**src/rtl/rv32i_types.sv**
```systemverilog
// Shared RV32 decode types: M-extension funct3 encodings and the funct7 that selects them.
package rv32i_types;

    typedef enum logic [2:0] {
        mul    = 3'b000,
        mulh   = 3'b001,
        mulhsu = 3'b010,
        mulhu  = 3'b011,
        div    = 3'b100,
        divu   = 3'b101,
        rem    = 3'b110,
        remu   = 3'b111
    } muldiv_funct3_t;

    localparam logic [6:0] FUNCT7_MULDIV = 7'b0000001;

endpackage

```
**src/rtl/muldiv_unit.sv**
```systemverilog
// Iterative RV32M multiply/divide: shift-add multiplier and restoring divider sharing
// one hi/lo register pair, one result bit per cycle, start/done handshake with kill.
module muldiv_unit
    import rv32i_types::*;
#(
    parameter int WIDTH = 32
) (
    input  logic             clk,
    input  logic             rst,
    input  logic             start,
    input  logic             kill,
    input  muldiv_funct3_t   funct3,
    input  logic [WIDTH-1:0] a,
    input  logic [WIDTH-1:0] b,
    output logic             busy,
    output logic             done,
    output logic [WIDTH-1:0] result
);

    localparam int CW = $clog2(WIDTH) + 1;
    localparam logic [WIDTH-1:0] MOST_NEG = {1'b1, {(WIDTH-1){1'b0}}};

    typedef enum logic [1:0] {IDLE, BUSY, DONE} state_t;

    state_t             state, state_nxt;
    logic [CW-1:0]      cnt, cnt_nxt;
    logic [WIDTH-1:0]   result_nxt;
    muldiv_funct3_t     op, op_nxt;
    logic               neg, neg_nxt;
    logic [WIDTH-1:0]   opnd, opnd_nxt;
    logic [WIDTH-1:0]   hi, hi_nxt;
    logic [WIDTH-1:0]   lo, lo_nxt;

    logic signed [WIDTH-1:0] a_s, b_s;
    logic               a_signed, b_signed, a_neg, b_neg, neg_start;
    logic               div_zero, div_ovf;
    logic [WIDTH-1:0]   mag_a, mag_b;

    assign a_s       = a;
    assign b_s       = b;
    assign a_signed  = funct3 inside {mulh, mulhsu, div, rem};
    assign b_signed  = funct3 inside {mulh, div, rem};
    assign a_neg     = a_signed && (a_s < 0);
    assign b_neg     = b_signed && (b_s < 0);
    assign mag_a     = a_neg ? -a : a;
    assign mag_b     = b_neg ? -b : b;
    // Remainder takes the dividend's sign; everything else the XOR of both signs.
    assign neg_start = (funct3 inside {rem, remu}) ? a_neg : (a_neg ^ b_neg);
    assign div_zero  = funct3[2] && (b == '0);
    assign div_ovf   = (funct3 inside {div, rem}) && (a == MOST_NEG) && (b == '1);

    // Multiply: hi:lo holds product with the multiplier shifting out of lo.
    // Divide: lo holds dividend shifting out and quotient shifting in; hi is the remainder.
    logic [WIDTH:0]     mul_sum, div_rs, div_diff;
    logic [WIDTH-1:0]   hi_it, lo_it;
    logic [2*WIDTH-1:0] prod, prod_f;
    logic [WIDTH-1:0]   quo_f, rem_f, fin;

    assign mul_sum  = {1'b0, hi} + (lo[0] ? {1'b0, opnd} : '0);
    assign div_rs   = {hi, lo[WIDTH-1]};
    assign div_diff = div_rs - {1'b0, opnd};

    always_comb begin
        hi_it = {mul_sum[WIDTH:1]};
        lo_it = {mul_sum[0], lo[WIDTH-1:1]};
        if (op[2]) begin
            if (!div_diff[WIDTH]) begin
                hi_it = div_diff[WIDTH-1:0];
                lo_it = {lo[WIDTH-2:0], 1'b1};
            end else begin
                hi_it = div_rs[WIDTH-1:0];
                lo_it = {lo[WIDTH-2:0], 1'b0};
            end
        end
    end

    assign prod   = {hi_it, lo_it};
    assign prod_f = neg ? -prod : prod;
    assign quo_f  = neg ? -lo_it : lo_it;
    assign rem_f  = neg ? -hi_it : hi_it;

    always_comb begin
        fin = prod_f[WIDTH-1:0];
        case (op)
            mulh, mulhsu, mulhu: fin = prod_f[2*WIDTH-1:WIDTH];
            div, divu:           fin = quo_f;
            rem, remu:           fin = rem_f;
            default:             fin = prod_f[WIDTH-1:0];
        endcase
    end

    always_comb begin
        state_nxt  = state;
        cnt_nxt    = cnt;
        result_nxt = result;
        op_nxt     = op;
        neg_nxt    = neg;
        opnd_nxt   = opnd;
        hi_nxt     = hi;
        lo_nxt     = lo;
        case (state)
            IDLE: begin
                if (start && !kill) begin
                    op_nxt   = funct3;
                    neg_nxt  = neg_start;
                    cnt_nxt  = CW'(WIDTH);
                    hi_nxt   = '0;
                    opnd_nxt = funct3[2] ? mag_b : mag_a;
                    lo_nxt   = funct3[2] ? mag_a : mag_b;
                    if (div_zero) begin
                        result_nxt = funct3[1] ? a : '1;
                        state_nxt  = DONE;
                    end else if (div_ovf) begin
                        result_nxt = funct3[1] ? '0 : a;
                        state_nxt  = DONE;
                    end else begin
                        state_nxt = BUSY;
                    end
                end
            end
            BUSY: begin
                if (kill) begin
                    state_nxt = IDLE;
                end else begin
                    hi_nxt  = hi_it;
                    lo_nxt  = lo_it;
                    cnt_nxt = cnt - CW'(1);
                    if (cnt == CW'(1)) begin
                        result_nxt = fin;
                        state_nxt  = DONE;
                    end
                end
            end
            DONE:    state_nxt = IDLE;
            default: state_nxt = IDLE;
        endcase
    end

    always_ff @(posedge clk) begin
        if (rst) begin
            state  <= IDLE;
            cnt    <= '0;
            result <= '0;
        end else begin
            state  <= state_nxt;
            cnt    <= cnt_nxt;
            result <= result_nxt;
        end
    end

    always_ff @(posedge clk) begin
        op   <= op_nxt;
        neg  <= neg_nxt;
        opnd <= opnd_nxt;
        hi   <= hi_nxt;
        lo   <= lo_nxt;
    end

    assign busy = (state != IDLE);
    assign done = (state == DONE);

endmodule

```
**config.mk**
```make
export PLATFORM = sky130hd
export DESIGN_NAME = muldiv_unit
export DESIGN_NICKNAME = d
export VERILOG_FILES = /design/src/rtl/rv32i_types.sv /design/src/rtl/muldiv_unit.sv
export SDC_FILE = /design/constraint.sdc
export NUM_CORES = 1
export LEC_CHECK = 0
export CAP_MARGIN = 20
export CORE_ASPECT_RATIO = 0.9
export CORE_UTILIZATION = 39
export DETAILED_ROUTE_END_ITERATION = 10
export MAX_ROUTING_LAYER = met4
export SLEW_MARGIN = 15
export SYNTH_ARGS = -nofsm -noshare
export SYNTH_HDL_FRONTEND = slang
export SYNTH_SLANG_ARGS = --single-unit
export TNS_END_PERCENT = 50
```
**constraint.sdc**
```tcl
create_clock -name clk -period 10.85 [get_ports clk]
set_clock_uncertainty 0.15 [all_clocks]
set_input_delay 1.085 -clock clk [delete_from_list [all_inputs] [get_ports clk]]
set_output_delay 1.085 -clock clk [all_outputs]
set_load 0.05 [all_outputs]
```
==> impl_metrics.tcl <==
set metrics [dict create \
    fin_cells 2730 \
    cts_tree "built" \
    synth-edff-count 100 \
    cts_setup_buffers 0 \
    met2_length_um 31500 \
    core_um2 41100 \
    r2r_end "result[30]" \
    ys_async_sr_fraction_pct 0 \
    critPathMaxFanout 25 \
    grt_max_degree 145 \
    syn_inst 2152 \
    worstHoldPathCells 2 \
    drc_errors 0 \
    grt_pass1_vias 16200 \
    gp_congestion 1.04 \
    dr_wl_met3_um 5690 \
    cts.path.max_buffers 2 \
    cts_num_sinks 140 \
    antenna_found_initial 1 \
    ant_nets 0 \
    min-delay-start "result[6]" \
    reg2reg_depth 17 \
    cts_htree_levels 4 \
    dr.pass1.iters 6 \
    drive_gt1_share_pct 6.03 \
    detail_route.wl_per_cell_um 25.8 \
    finalSetupTns_ns 0 \
    worstPathArrival_ns 6.44 \
    ys.flop_type "edfxtp_1" \
    rsz0062_at_grt "no" \
    fmax_mhz 160 \
    die_w_um 218 \
    io_pins 105 \
    p_leak_nw 6.67 \
    end_kind "register" \
    numCtsBuffers 17 \
    power_density_nw_per_um2 123 \
    nets 2319 \
    worst_pin_slew_ns 1.19 \
    hpwl_um 54900 \
    vias 17700 \
    overflow 0 \
    cts_hold_buf 0 \
    dieArea_um2 42900 \
    critical_path_class "reg2reg" \
    ir_drop_mv 0.108 \
    r2r_start "hi[25]" \
    slew_headroom_pct 20.8 \
    status "completed" \
    die_y_um 197 \
    drt_iter0_markers 2322 \
    finish.instance_area_um2 18400 \
    synth_fp_nets 2296 \
    power_mw 2.26 \
    place_inst 2696 \
    synth_area_um2 16400 \
    finalMaxSlewViolations 0 \
    area_growth_pct 12.1 \
    ys_seq_area_share_pct 23.2 \
    placed_cell_area_um2 17800 \
    yosys-top-cells-area "edfxtp_1, a21oi_1, ha_1, nor2_1, mux2i_1" \
    portBuffers 104 \
    cts_resized 0 \
    yosysUniqueCellTypes 101 \
    synth-seq-cells 140 \
    grt_use_total_pct 33.3 \
    cp-start-kind "register" \
    r2r_setup_slack_ns 4.59 \
    maxCapViolations 0 \
    drt-vias-per-instance 6.47 \
    wl_met1_um 30900 \
    fin_crit_ns 6.26 \
    yosysWarnings 0 \
    grt_pass1_wl_um 104000 \
    setup_violations 0 \
    path_clk_slew_ns 0.07 \
    synth.largest_area_cell "edfxtp_1" \
    clkLatencyLatePin_ns 0.45 \
    whs_endpoint "result[6]" \
    synth_top_area_share_pct 18.3 \
    holdWs_ns 0.318 \
    wl_um 70400 \
    syn_area_per_cell_um2 7.63 \
    start_util_pct 40.0 \
    hold_viol 0 \
    finalCritPeriodShare_pct 57.7 \
    worstPathRequired_ns 11.04 \
    rows 70 \
    worst_hold_path_type "reg2reg" \
    root_buffer "clkbuf_16" \
    top_layer "met4" \
]
-- per-layer routing --
metal	up-vias	global-route usage (%)
met2	931	50.6
met1	8500	45.6
met4	0	10.4
met3	125	4.55
met5	-	-
li1	8109	-
-- where the power goes --
part,total [mW],internal (mW),switching [mW]
Combinational,0.973,0.322,0.650
Sequential,0.661,0.621,0.0401
Clock,0.624,0.330,0.295
-- through the flow --
stage / util, % / worst slack, ns
final: 44.8 / 4.59
after global routing: 44.8 / 4.33
after CTS: 44.8 / 4.78
after detailed placement: 43.4 / 4.81
after floorplan: - / 5.08
after global placement: 43.4 / 4.92
-- logic make-up (layout without fill, tap and decap cells) --
kind of cell,count (synthesis),in the layout,share of synthesized area [%]
XOR/XNOR,143,143,7.63
other,0,2,0
flip-flops,140,140,23.2
adder cells (fa/ha/maj),96,96,7.06
buffers and inverters,191,227,4.76
AO/OA/AOI/OAI,655,655,26.3
multiplexers,98,98,6.07
AND/OR/NAND/NOR,829,829,25.0
-- registers in the layout, indices dropped and copies added (netlist names) --
register / count
result: 32
neg: 1
hi: 32
lo: 32
op: 3
state: 2
cnt: 6
opnd: 32
-- how the worst max path moves through the flow --
stage                       endpoint  startpoint  slack [ns]
final                     result[30]      hi[25]        4.59
after floorplan               cnt[4]        kill        5.08
after global placement     result[8]        b[0]        4.92
after global routing      result[30]      hi[25]        4.33
after CTS                 result[30]      hi[25]        4.78
after detailed placement  result[30]      hi[25]        4.81
-- layout by cell type, fill, tap and decap left out, drive strengths merged, types with 27 or more instances in the layout --
master,count
a211oi,39
a21oi,199
a31oi,29
and2,57
clkdlybuf4s50,103
dfxtp,40
edfxtp,100
ha,71
inv,78
mux2i,85
nand2,206
nand3,47
nand4,34
nor2,235
nor3,72
nor4,30
o211ai,28
o21ai,146
o31ai,27
or3,29
xnor2,85
xor2,58
-- synth_stat cells, drive strengths merged (10+ instances only) --
| library cell | count |
|---|---|
| a211oi | 39 |
| a21boi | 13 |
| a21o | 26 |
| a21oi | 199 |
| a311oi | 13 |
| a31oi | 29 |
| and2 | 57 |
| and3 | 17 |
| buf | 36 |
| clkbuf | 85 |
| dfxtp | 40 |
| edfxtp | 100 |
| ha | 71 |
| inv | 68 |
| maj3 | 23 |
| mux2 | 13 |
| mux2i | 85 |
| nand2 | 206 |
| nand2b | 16 |
| nand3 | 47 |
| nand4 | 34 |
| nor2 | 235 |
| nor2b | 16 |
| nor3 | 72 |
| nor4 | 30 |
| o211ai | 28 |
| o21a | 10 |
| o21ai | 146 |
| o221ai | 11 |
| o31ai | 27 |
| o41ai | 16 |
| or2 | 12 |
| or3 | 29 |
| or4 | 14 |
| xnor2 | 85 |
| xor2 | 58 |
-- cell type report --
cell class / instances / area [µm²]
diodes: 2 / 5.00
clock buffers: 17 / 425
clock inverters: 15 / 170
fillers: 4182 / 22700
inverters: 70 / 263
multi-input cells: 1821 / 11900
flip-flops and latches: 140 / 3800
well taps: 540 / 676
repair buffers: 125 / 1210
-- worst max-delay path, cell delays in order, from the launching register on --
cell and delay, ns:
edfxtp_1 0.44, ha_1 0.54, nand4_2 0.21, or3_1 0.47
nor4_1 0.34, a21boi_2 0.45, nor3_2 0.06, buf_4 0.25
nor2_2 0.73, nand2_1 0.11, a31oi_1 0.31, ha_1 0.27
o31ai_1 0.18, and4bb_1 0.55, and3_2 0.32, nand4b_1 0.15
o41a_1 0.35, a32o_1 0.26
No activity file was read; power rests on OpenSTA's default activity.
